[src/rtl/video_capture.sv]
// Composite 1-bit video capture: splits H/V sync by low-pulse width, tracks line
// number and packs luma samples inside the active window into frame-buffer bytes.
module video_capture #(
    parameter int HS_MIN       = 32,
    parameter int VS_MIN       = 400,
    parameter int PIX_START    = 186,
    parameter int VS_LIN       = 248,
    parameter int BK_TOP       = 16,
    parameter int BK_BOT       = 240,
    parameter int MAX_V        = 261,
    parameter int LOST_TIMEOUT = 2047
) (
    input  logic        clk_i,
    input  logic        reset_i,
    input  logic        enable_i,
    input  logic        luma_i,
    input  logic        sync_i,
    output logic        wr_en_o,
    output logic [12:0] wr_addr_o,
    output logic [7:0]  wr_data_o,
    output logic        frame_done_o,
    output logic        locked_o
);

    localparam logic [9:0]  HsMinW    = 10'(HS_MIN);
    localparam logic [9:0]  VsMinW    = 10'(VS_MIN);
    localparam logic [10:0] PixStartW = 11'(PIX_START);
    localparam logic [10:0] TimeoutW  = 11'(LOST_TIMEOUT);
    localparam logic [8:0]  VsLinW    = 9'(VS_LIN);
    localparam logic [8:0]  BkTopW    = 9'(BK_TOP);
    localparam logic [8:0]  BkBotW    = 9'(BK_BOT);
    localparam logic [8:0]  MaxVW     = 9'(MAX_V);
    localparam logic [7:0]  BkTop8    = 8'(BK_TOP);
    localparam logic [12:0] LastAddr  = 13'((BK_BOT - BK_TOP) * 32 - 1);

    logic        lumaMeta_q, lumaSync_q, syncMeta_q, syncSync_q;
    logic [9:0]  lowCnt_q, lowCnt_d;
    logic [10:0] hCnt_q, hCnt_d;
    logic [8:0]  vLine_q, vLine_d;
    logic        locked_q, locked_d;
    logic        enLine_q, enLine_d;
    logic [8:0]  kCnt_q, kCnt_d;
    logic [7:0]  shift_q, shift_d;
    logic        wrEn_q, wrEn_d;
    logic [12:0] wrAddr_q, wrAddr_d;
    logic [7:0]  wrData_q, wrData_d;
    logic        frameDone_q, frameDone_d;

    logic        syncRise, isHSync, isVSync, lineActive, sampleHit;
    logic [10:0] sampleAt;
    logic [7:0]  lineIdx;

    // lowCnt is non-zero only while sync is low, so a high sync with a non-zero
    // count marks the rising edge and the count is the pulse width.
    assign syncRise   = syncSync_q && (lowCnt_q != 10'd0);
    assign isHSync    = syncRise && (lowCnt_q >= HsMinW) && (lowCnt_q < VsMinW);
    assign isVSync    = syncRise && (lowCnt_q >= VsMinW);
    assign lineActive = locked_q && enLine_q && (vLine_q >= BkTopW) && (vLine_q < BkBotW);
    assign sampleAt   = PixStartW + {2'b00, kCnt_q} + {1'b0, kCnt_q, 1'b0};
    assign sampleHit  = lineActive && !kCnt_q[8] && (hCnt_q == sampleAt);
    assign lineIdx    = vLine_q[7:0] - BkTop8;

    always_comb begin
        lowCnt_d    = lowCnt_q;
        hCnt_d      = hCnt_q;
        vLine_d     = vLine_q;
        locked_d    = locked_q;
        enLine_d    = enLine_q;
        kCnt_d      = kCnt_q;
        shift_d     = shift_q;
        wrEn_d      = 1'b0;
        wrAddr_d    = wrAddr_q;
        wrData_d    = wrData_q;
        frameDone_d = wrEn_q && (wrAddr_q == LastAddr);

        if (syncSync_q) begin
            lowCnt_d = 10'd0;
        end else if (lowCnt_q != 10'h3FF) begin
            lowCnt_d = lowCnt_q + 10'd1;
        end

        if (hCnt_q != 11'h7FF) begin
            hCnt_d = hCnt_q + 11'd1;
        end

        if (hCnt_q == TimeoutW) begin
            locked_d = 1'b0;
        end

        // A valid sync restarts the line and throws away any partial byte.
        if (isHSync) begin
            hCnt_d   = {1'b0, lowCnt_q};
            vLine_d  = (vLine_q == MaxVW) ? 9'd0 : vLine_q + 9'd1;
            enLine_d = enable_i;
            kCnt_d   = 9'd0;
            shift_d  = 8'd0;
        end else if (isVSync) begin
            locked_d = (vLine_q == VsLinW);
            hCnt_d   = {1'b0, lowCnt_q};
            vLine_d  = VsLinW;
            kCnt_d   = 9'd0;
            shift_d  = 8'd0;
        end else if (sampleHit) begin
            shift_d = {shift_q[6:0], lumaSync_q};
            kCnt_d  = kCnt_q + 9'd1;
            if (kCnt_q[2:0] == 3'd7) begin
                wrEn_d   = 1'b1;
                wrData_d = {shift_q[6:0], lumaSync_q};
                wrAddr_d = {lineIdx, kCnt_q[7:3]};
            end
        end
    end

    // Synchronizers idle high on sync so leaving reset does not look like a pulse.
    always_ff @(posedge clk_i) begin
        if (reset_i) begin
            lumaMeta_q  <= 1'b0;
            lumaSync_q  <= 1'b0;
            syncMeta_q  <= 1'b1;
            syncSync_q  <= 1'b1;
            lowCnt_q    <= 10'd0;
            hCnt_q      <= 11'd0;
            vLine_q     <= 9'd0;
            locked_q    <= 1'b0;
            enLine_q    <= 1'b0;
            kCnt_q      <= 9'd0;
            shift_q     <= 8'd0;
            wrEn_q      <= 1'b0;
            wrAddr_q    <= 13'd0;
            wrData_q    <= 8'd0;
            frameDone_q <= 1'b0;
        end else begin
            lumaMeta_q  <= luma_i;
            lumaSync_q  <= lumaMeta_q;
            syncMeta_q  <= sync_i;
            syncSync_q  <= syncMeta_q;
            lowCnt_q    <= lowCnt_d;
            hCnt_q      <= hCnt_d;
            vLine_q     <= vLine_d;
            locked_q    <= locked_d;
            enLine_q    <= enLine_d;
            kCnt_q      <= kCnt_d;
            shift_q     <= shift_d;
            wrEn_q      <= wrEn_d;
            wrAddr_q    <= wrAddr_d;
            wrData_q    <= wrData_d;
            frameDone_q <= frameDone_d;
        end
    end

    assign wr_en_o      = wrEn_q;
    assign wr_addr_o    = wrAddr_q;
    assign wr_data_o    = wrData_q;
    assign frame_done_o = frameDone_q;
    assign locked_o     = locked_q;

endmodule

[config.mk]
export PLATFORM = sky130hd
export DESIGN_NAME = video_capture
export DESIGN_NICKNAME = d
export VERILOG_FILES = /design/src/rtl/video_capture.sv
export SDC_FILE = /design/constraint.sdc
export NUM_CORES = 1
export LEC_CHECK = 0
export CAP_MARGIN = 10
export CORE_UTILIZATION = 40
export DETAILED_ROUTE_END_ITERATION = 6
export PLACE_DENSITY = 0.68
export RECOVER_POWER = 100
export SYNTH_ARGS = -nofsm -noshare
export SYNTH_HDL_FRONTEND = slang
export SYNTH_SLANG_ARGS = --single-unit
[constraint.sdc]
create_clock -name clk_i -period 3.6 [get_ports clk_i]
set_input_delay 0.54 -clock clk_i [delete_from_list [all_inputs] [get_ports clk_i]]
set_output_delay 0.54 -clock clk_i [all_outputs]
set_load 0.01 [all_outputs]
## Word-level counts from Yosys, hierarchy flattened

Index checks and enable logic that the tools add are counted.

- Bitwise logic cells: 3
- Shift-type cells: 0
- Mux-type cells: 10
- Add/sub/neg operators: 7
- Divide/modulo/power cells: 0
- Reduce and logical (&&, ||, !) cells: 18
- Eq/ne operators: 8
- Order comparisons: 5
- $mul: 0

Operator list:

| cell | count |
|---|---|
| 10-bit two-way mux | 3 |
| 9-bit two-way mux | 3 |
| 9-bit by 1-bit adder with 9-bit output (second input constant) | 2 |
| 13-bit equality test (second input constant) | 1 |
| 10-bit by 10-bit adder with 11-bit output | 1 |
| 11-bit by 1-bit adder with 11-bit output (second input constant) | 1 |
| 11-bit equality test | 1 |
| 11-bit equality test (second input constant) | 1 |
| 11-bit inequality test (second input constant) | 1 |
| 10-bit by 1-bit adder with 10-bit output (second input constant) | 1 |
| 8-bit by 9-bit adder with 10-bit output (first input constant) | 1 |
| 10-bit by 6-bit >= comparator with 1-bit output (second input constant) | 1 |
| 10-bit by 9-bit >= comparator with 1-bit output (second input constant) | 1 |
| 1-bit logical AND | 10 |
| 10-bit by 9-bit < comparator with 1-bit output (second input constant) | 1 |
| 10-bit inequality test (second input constant) | 1 |
| 10-bit nonzero test | 1 |
| 9-bit by 8-bit equality test with 1-bit output (second input constant) | 1 |
| 9-bit equality test (second input constant) | 1 |
| 9-bit by 5-bit >= comparator with 1-bit output (second input constant) | 1 |
| 9-bit by 8-bit < comparator with 1-bit output (second input constant) | 1 |
| 8-bit by 5-bit subtractor with 8-bit output (second input constant) | 1 |
| 1-bit two-way mux | 4 |
| 4-bit AND reduction | 1 |
| 8 further kinds | 10 |

- Word-level logic and storage cells: 67
- RAM bits: 0
- Input bits: 5
- Register bits: 75
- Output and inout port bits: 24
- Memories: 0
- Bits in latches: 0
- Bits in read-only memories: 0

## Longest topological paths before layout

Gate-level depths: netlist (run 1).

- Depth after elaboration: 7
- Gate-level depth with buffers: 12
- Gate-level depth less buffers: 11

## Worst setup path before layout (run 1)

Ideal clock, no wire load.

- Kind: register -> register
- Start point: reg kCnt_q[0]
- End point: reg kCnt_q[4]
- Required time: 3530 ps
- Clock period less this slack: 3075 ps
- Setup time: 70 ps
- Arrival: 3005 ps
- Cell stages (with the launch flop): 12
- Buffers on the path: 0
- Setup slack: 525 ps
- Cell sequence: dfxtp_1 > inv_1 > ha_1 > inv_1 > ha_1 > fa_1 > xor2_1 > nor4_1 > o2111ai_1 > a2111o_1 > or4_1 > a21oi_1

- Longest elaborated chain between the ends: 4
- Elaborated cells on any way between the ends: 5
- Those cells by class: add/sub: 3; eq/ne: 1; reduce/logical: 1

Ends and longest elaborated chain:

| element | line | source |
|---|---|---|
| start: declaration | 42 | `logic [8:0] kCnt_q, kCnt_d;` |
| start signal: assignment | 142 | `kCnt_q <= kCnt_d;` |
| 8-bit by 9-bit adder with 10-bit output | 59 | `assign sampleAt = PixStartW + {2'b00, kCnt_q} + {1'b0, kCnt_q, 1'b0};` |
| 10-bit by 10-bit adder with 11-bit output | 59 |  |
| 11-bit equality test | 60 | `assign sampleHit = lineActive && !kCnt_q[8] && (hCnt_q == sampleAt);` |
| 1-bit logical AND | 60 |  |

Parallel ways exist; a longest one is shown, timed or not.
A chain may end at the register's enable or synchronous reset.

## Final worst setup path (run 1)

- Start point: reg kCnt_q[3]
- End point: reg kCnt_q[6]

Same word-level chain as after synthesis.

==> summary.txt, run 1 <==
Cells and area
  • Post-synthesis to final-layout area growth: 14.25%
  • Layout cells sized above 1: 0.07103
  • Nets@finish: 568
  • Diodes inserted: 0

Timing
  • Worst Tran Pin Value: 1.023 ns
  • TNS Setup: 0 ns
  • Max-slew violation count: 0
  • Fin crit period: 3.317 ns
  • Endpoints failing setup: 0
  • Max Clk Rate: 0.3014 GHz
  • RSZ-0062 raised after global routing: false
  • Final worst slack: 0.2825 ns
  • Fin. Hold Viols: 0
  • Max-Slew Margin vs Limit: 0.3154
  • Final worst-path cycle share: 0.9215
  • Clk_skew: 0.01475 ns
  • Fin Hold WS: 0.4209 ns

Clocking
  • Clk root buf: clkbuf_8
  • Clk slew on worst S/H paths: 0.09 ns
  • CTS tree: yes
  • Post-CTS setup buffers: 0
  • CTS H-tree lvls: 3
  • Clk sink count: 75
  • Worst-skew pair later-pin latency: 0.37 ns
  • Cts bufs inserted: 9
  • Max clock buf depth: 2

Route
  • WL/cell: 15.79 um
  • Antenna violation net count after detailed routing: 0
  • Drt first pass iters: 4
  • Number of vias per cell: 5.800
  • Via count: 3,892
  • Routed wire length: 10,600 um
  • Iter 0 DRT Violations: 295
  • DRC Markers: 0

Logic synthesis
  • Top FF cell, synth: dfxtp_1
  • Post-synth EDFFs: 0
  • Synth unique cells: 60
  • Ys Warns: 0
  • Syn Nets: 550
  • Top cells by area, synth: dfxtp_1 (35%), ha_1 (9.3%), a21oi_1 (4.9%)
  • Synth top cells by count: dfxtp_1 (75), a21oi_1 (42), nor2_1 (35)
  • Largest area contributor in the netlist: dfxtp_1
  • Seq cells post-synth: 75
  • Post-synth design cell area: 0.004328 sq mm
  • Synth top area share: 0.3469
  • Most common cell in the netlist: dfxtp_1
  • Asr flop ratio synth: 0
  • Synth Area per Inst: 8.453 sq um
  • Sequential area share after synthesis: 0.3469
  • Synth Instances: 512

Status
  • Status: complete, no violations

Floorplanning
  • FP Rows: 37
  • DIE WIDTH: 106.0 um
  • Core area: 0.01042 sq mm
  • Die footprint: 0.01124 sq mm
  • Die extent in y: 106.0 um
  • I/O pins: 29
  • Initial core utilization: 0.4155

Global routing
  • Vias in the first global route: 3,713
  • Initial antenna violation count: 0
  • Largest net degree at the start of global routing: 28
  • Global-route usage over all layers: 0.2002
  • Global-route wire length before repair: 18,060 um
  • Global route total overflow: 0

Placement
  • Number of port buffers: 28
  • Final HPWL DP: 7538 um
  • Placer Congestion: 0.8997
  • Setup slack at placement: 0.2669 ns

Worst setup path
  • Family with the most delay on the worst path: compound AO/OA/AOI/OAI gates
  • Crit path arrival time: 3.57 ns
  • Max stage delay on crit path: 0.55 ns
  • CP required: 3.85 ns
  • Crit path cell chain: inv_1 > ha_1 > inv_1 > ha_1 > a211o_1 > a311oi_2 > o41a_1 > or3_1 > nor4_1 > mux2_1
  • CP Depth: 10
  • Startpoint types: flop
  • Slowest-stage cell, CP: o41a_1
  • Worst-path fanout max: 5
  • Buf/Inv on CP: 2
  • Crit path kind: reg -> reg
  • Endpoint class of the critical path: flop
  • R2R depth: 10

Power and ir drop
  • Leak Pwr: 1.847 nW
  • Pwr per Cell Area: 319.9 mW/mm^2
  • Worst vdd ir: 0.0001695 V

Min path
  • Worst hold stages: 1
  • Tightest Hold Check Type: reg -> reg

Flow run
  • Number of max-cap violations: 0
-- cells by family (layout without fill, tap and decap cells) --
| group | Yosys count | in the layout | synth area share |
|---|---|---|---|
| AO/OA/AOI/OAI | 120 | 120 | 0.1847 |
| XOR/XNOR | 23 | 23 | 0.05001 |
| adder cells (fa/ha/maj) | 33 | 33 | 0.09714 |
| buffers and inverters | 59 | 82 | 0.05261 |
| flip-flops | 75 | 75 | 0.3469 |
| multiplexers | 12 | 12 | 0.02804 |
| AND/OR/NAND/NOR | 190 | 190 | 0.2405 |
-- path summary, 6_finish.rpt --
path | startpoint | end | slack, ns
worst min-delay path | syncMeta_q | syncSync_q | 0.42
worst min register to register | syncMeta_q | syncSync_q | 0.42
worst max register to register | kCnt_q[3] | kCnt_q[6] | 0.28
worst max-delay path | kCnt_q[3] | kCnt_q[6] | 0.28
-- per-layer routing --
| layer | GRT usage | share of wire | routed length (um) |
|---|---|---|---|
| met5 | 0 | 0 | 0 |
| met2 | 0.3049 | 0.45 | 4746 |
| met3 | 0.02943 | 0.047 | 495 |
| met1 | 0.2762 | 0.48 | 5103 |
| met4 | 0.09821 | 0.024 | 250 |
-- cell type report --
| class | count | area [sq um] |
|---|---|---|
| clock buffers | 10 | 137.6 |
| clock inverters | 6 | 72.57 |
| fillers | 992 | 5472 |
| inverters | 28 | 105.1 |
| multi-input cells | 378 | 2613 |
| flip-flops and latches | 75 | 1501 |
| well taps | 136 | 170.2 |
| repair buffers | 38 | 345.3 |
-- flip-flops by register name, summed over array words and instances, names as in the netlist --
| name | cells |
|---|---|
| hCnt_q | 11 |
| enLine_q | 1 |
| syncMeta_q | 1 |
| wr_data_o | 8 |
| lumaSync_q | 1 |
| wr_en_o | 1 |
| syncSync_q | 1 |
| lumaMeta_q | 1 |
| kCnt_q | 9 |
| shift_q | 7 |
| locked_o | 1 |
| wr_addr_o | 13 |
| frame_done_o | 1 |
| lowCnt_q | 10 |
| vLine_q | 9 |
-- per-stage QoR --
step / power, mW / instance area (sq um) / utilization / cells
finish: 1.582 / 4945 / 0.4747 / 671
global route: 1.633 / 4945 / 0.4747 / 671
CTS: 1.597 / 4954 / 0.4756 / 671
detailed placement: 0.8988 / 4743 / 0.4554 / 655
global placement: 0.8975 / 4743 / 0.4554 / 655
floorplan: 0.8846 / 4328 / - / 512
-- cell usage in the layout (no fill, tap or decap), types with 5 or more instances in the layout --
cell	n
a211oi_1	11
a21oi_1	42
a31oi_1	8
and3_1	7
and4_1	6
buf_4	7
clkbuf_8	10
dfxtp_1	75
dlygate4sd3_1	25
ha_1	32
inv_1	28
mux2i_1	11
nand2_1	34
nand3_1	18
nand4_1	26
nor2_1	35
nor2b_1	5
nor3_1	12
nor4_1	12
o21ai_0	12
o31ai_1	22
or2_2	6
xnor2_1	11
xor2_1	11
-- what timing repair did --
| item | CTS | global route |
|---|---|---|
| hold buffers | 0 | 0 |
| setup endpoints to repair | 0 | 1 |
| resized for setup | 0 | 1 |
-- where the power goes --
| group | internal, mW | total [mW] | switching [mW] |
|---|---|---|---|
| logic | 0.0149 | 0.0378 | 0.0228 |
| registers | 0.834 | 0.841 | 0.00733 |
| clock network | 0.346 | 0.703 | 0.357 |
Note: power is estimated with default switching activity, not from simulation.
==> inputs of run 2 (changes only) <==
- PLACE_DENSITY: 0.68 -> not set
- RECOVER_POWER: 100 -> 50
==> summary.txt, run 2 (synthesis gave the netlist of run 1 again) <==
Placement
  • Setup slack at placement: 0.1276 ns
  • Final HPWL DP: 7795 um
  • Placer Congestion: 0.8371
  • Placed Area: 0.004751 sq mm
  • Number of instances in the placed design: 656
  • Number of port buffers: 28

Timing
  • Max-Slew Margin vs Limit: 0.3325
  • Worst Tran Pin Value: 0.9975 ns
  • Fin. Hold Viols: 0
  • Final worst-path cycle share: 0.9289
  • Clk_skew: 0.01451 ns
  • Endpoints failing setup: 0
  • Fin crit period: 3.344 ns
  • Max-slew violation count: 0
  • TNS Setup: 0 ns
  • Fin Hold WS: 0.4260 ns
  • Max Clk Rate: 0.2990 GHz
  • RSZ-0062 raised after global routing: false
  • Final worst slack: 0.2559 ns

Worst setup path
  • Max stage delay on crit path: 0.50 ns
  • Startpoint types: flop
  • Most frequent CP cell: inv_1
  • Crit path kind: reg -> reg
  • Slowest-stage cell, CP: or4_1
  • Crit path arrival time: 3.63 ns
  • Worst-path fanout max: 9
  • Endpoint class of the critical path: flop
  • Crit path cell chain: inv_1 > ha_1 > inv_1 > fa_1 > xor2_1 > nor4_2 > o2111ai_1 > a2111o_1 > or4_1 > a21oi_1
  • CP required: 3.89 ns

Cells and area
  • Final design instance area without fill: 0.004927 sq mm
  • Post-synthesis to final-layout area growth: 13.85%
  • Max reg flops: 13
  • Cell Count, Final, Fillers Out: 671
  • Commonest non-fill, non-tap cells in the layout: dfxtp_1 (75), a21oi_1 (42), nor2_1 (35)
  • Nets@finish: 569
  • Most common cell after layout, fill and taps aside: dfxtp_1
  • Layout cells sized above 1: 0.06729
  • Footprint of the multi-input gates: 0.002613 sq mm
  • Register area: 0.001501 sq mm
  • # fillers: 1,038
  • Diodes inserted: 0

Floorplanning
  • Core area: 0.01042 sq mm
  • Initial core utilization: 0.4155
  • DIE WIDTH: 106.0 um
  • Die extent in y: 106.0 um
  • FP Rows: 37
  • I/O pins: 29
  • Die footprint: 0.01124 sq mm

Status
  • Status: complete, no violations

Flow run
  • Number of max-cap violations: 0

Global routing
  • Initial antenna violation count: 0
  • Global-route wire length before repair: 18,030 um
  • Global-route usage over all layers: 0.2041
  • GRT met2 Usage: 0.3128
  • Global route total overflow: 0
  • Largest net degree at the start of global routing: 28
  • M3 GR Usage: 0.04108
  • Vias in the first global route: 3,636
  • Top Usage Layer GRT: met2
  • Met1 usage: 0.2810

Clocking
  • Cts bufs inserted: 9
  • CTS H-tree lvls: 3
  • Clk root buf: clkbuf_8
  • Clk slew on worst S/H paths: 0.08 ns
  • Clk sink count: 75
  • Max clock buf depth: 2
  • CTS tree: yes
  • Worst-skew pair later-pin latency: 0.37 ns

Route
  • DRC Markers: 0
  • Via count: 3,770
  • WL/cell: 15.90 um
  • Iter 0 DRT Violations: 124
  • Antenna violation net count after detailed routing: 0
  • Routed wire length: 10,670 um
  • Drt first pass iters: 4
  • Number of vias per cell: 5.618

Power and ir drop
  • Worst vdd ir: 0.0001941 V
  • Leak Pwr: 1.847 nW
  • Pwr per Cell Area: 308.0 mW/mm^2

Min path
  • Tightest Hold Check Type: reg -> reg
-- run 2: layout make-up --
type | instances | share of cell area
Inverter | 28 | 0.02133
Clock buffer | 11 | 0.02666
Sequential cell | 75 | 0.3047
Tap cell | 136 | 0.03454
Multi-Input combinational cell | 378 | 0.5302
Clock inverter | 4 | 0.01041
Timing Repair Buffer | 39 | 0.07212
-- run 2: critical path, delay by kind of cell (launching register included) --
kind / cells / cell delay (ns)
buffers and inverters: 2 / 0.17
flip-flops: 1 / 0.42
AO/OA/AOI/OAI: 3 / 0.88
adder cells (fa/ha/maj): 2 / 0.75
AND/OR/NAND/NOR: 2 / 0.86
XOR/XNOR: 1 / 0.18
-- run 2: through the flow --
| step | total power [mW] | utilization |
|---|---|---|
| 2_1_floorplan | 0.8846 | - |
| 3_3_place_gp | 0.8982 | 0.4561 |
| 3_5_place_dp | 0.8984 | 0.4561 |
| 4_1_cts | 1.536 | 0.4736 |
| 5_1_grt | 1.576 | 0.4730 |
| 6_report | 1.518 | 0.4730 |
-- run 2: final timing paths --
check / startpoint / to / slack [ns] / cells past startpoint
worst max-delay path: kCnt_q[3] / kCnt_q[4] / 0.26 / 10
worst min-delay path: syncMeta_q / syncSync_q / 0.43 / 1
worst max register to register: kCnt_q[3] / kCnt_q[4] / 0.26 / 10
worst min register to register: syncMeta_q / syncSync_q / 0.43 / 1
-- run 2: power by group --
part           switching, mW  internal [mW]
Combinational         0.0226         0.0149
Sequential           0.00705          0.834
Clock                  0.321          0.318
Total                  0.350           1.17
-- run 2: repair_timing --
| action | CTS | global route |
|---|---|---|
| endpoints found under the setup margin | 0 | 21 |
| buffers inserted | 0 | 0 |
| resized for setup | 0 | 1 |
| hold buffers | 0 | 0 |
-- run 2: layer usage --
metal | vias to the layer above | share of wire
met5 | - | 0
met2 | 43 | 0.44
met1 | 1794 | 0.51
met4 | 0 | 0.019
li1 | 1917 | -
met3 | 16 | 0.025
==> edit: new RTL, config.mk and constraints of run 1 <==
Put one more register stage on the output `frame_done_o`, cleared by the reset. The value now appears one clock later. The other outputs are not delayed to match.
--- a/src/rtl/video_capture.sv
+++ b/src/rtl/video_capture.sv
@@ -152,5 +152,11 @@
     assign wr_addr_o    = wrAddr_q;
     assign wr_data_o    = wrData_q;
-    assign frame_done_o = frameDone_q;
+    always_ff @(posedge clk_i) begin
+        if (reset_i) begin
+            frame_done_o <= '0;
+        end else begin
+            frame_done_o <= frameDone_q;
+        end
+    end
     assign locked_o     = locked_q;
 
Behaviour: same outputs for any inputs over 10 cycles, from zero or initial values and one cycle with reset_i high; that may be too few to reach the edited logic, so the function may still have changed.
==> edit against run 1 <==
The flow now finishes with violations (capacitance limit, slew limit). Worst setup slack improved by 0.042 ns. Routed wire length decreased by 6.5%. Cell area increased by 2.7%. Die area increased by 3.2%. Combinational power increased by 12%. Total power increased by 3.1%. Critical endpoint is now wr_addr_o[12]. Sequential cell count increased by 1. Highest routed layer unchanged. Area after synthesis increased by 3.3%.
==> edit: results (changes against run 1) <==
outcome: "finished with violations"
violations: "capacitance limit, slew limit"
clockNetworkAreaShare_pct: 4.436  # +0.18 points
grt_pass1_wl_mm: 16.97  # -6.1%
use_met3_pct: 3.632  # +0.69 points
wl_mm: 9.911  # -6.5%
leakagePower_nw: 2.016  # +9.1%
vias: 3724  # -4.3%
fillerInstances: 1045  # +5.3%
cp_slowest_cell: "fa_1"
synth-seq-area-share_pct: 34.03  # -0.66 points
place_inst: 661  # +0.92%
dp_hpwl_mm: 7.196  # -4.5%
post-place-ws_ns: 0.3443  # +0.07739 ns
grt_max_degree: 46  # +64%
final_nets: 570  # +0.35%
wl_met1_mm: 4.705  # -7.8%
synthCells: 517  # +0.98%
final_util_pct: 46.63  # -0.84 points
buffer_area_share_pct: 6.530  # -0.45 points
routed-wl-met2_mm: 4.817  # +1.5%
synth_common_cells: "dfxtp_1, nand2_1, nand2b_1, ha_1, nor2_1"
synth_cell_type_count: 62  # +3.3%
post_drt_wl_per_cell_um: 14.64  # -7.3%
skew_ns: 0.01107  # -0.003685 ns
detailed_place.area_um2: 4867  # +2.6%
gr-usage-met2_pct: 31.41  # +0.92 points
slew_violations: 46  # +46
slowest_delay_ns: 0.51  # -0.04 ns
slew-limit-headroom_pct: -14.08  # -46 points
seq_area_share_pct: 29.97  # -0.40 points
nMultiInputCombCells: 383  # +1.3%
drv_cap: 1  # +1
vdd_drop_max_v: 0.0001716  # +1.2%
cp.arrival_ns: 3.52  # -0.05 ns
fmax_mhz: 305.3  # +1.3%
cp_top_family: "adder cells"
multiInputGateArea_um2: 2723  # +4.2%
synth_nets: 555  # +0.91%
rrSetupSlack_ns: 0.32  # +0.04 ns
inverters: 27  # -3.6%
hold_slack_ns: 0.4350  # +0.01409 ns
critPathMaxFanout: 21  # +16
drt_iter0_drc: 243  # -18%
place.gp.congestion: 0.8817  # -2.0%
met3_wirelength_um: 319  # -36%
netlist_top_cells_area: "dfxtp_1, ha_1, mux2i_1"
grt_pass1_vias: 3556  # -4.2%
grtUsageMet1_pct: 22.86  # -4.8 points
## edit: where the power goes
group	total, mW	internal (mW)	switching [mW]
clock	0.737	0.409	0.328
sequential	0.851	0.845	0.00605
combinational	0.0422	0.0193	0.0229
## edit: kinds of logic (layout without fill, tap and decap cells)
logic type / after synthesis / in the layout / share of synthesized area (%)
multiplexers: 30 / 30 / 6.829
AO/OA/AOI/OAI: 92 / 92 / 14.22
AND/OR/NAND/NOR: 203 / 203 / 25.44
buffers and inverters: 58 / 78 / 5.178
flip-flops: 76 / 76 / 34.03
adder cells (fa/ha/maj): 33 / 33 / 9.404
XOR/XNOR: 25 / 25 / 4.898
## edit: path summary, 6_finish.rpt
check | startpoint | to | cells after the start
max | kCnt_q[2] | wr_addr_o[12] | 10
min | syncMeta_q | syncSync_q | 1
max reg2reg | kCnt_q[2] | wr_addr_o[12] | 10
min reg2reg | syncMeta_q | syncSync_q | 1
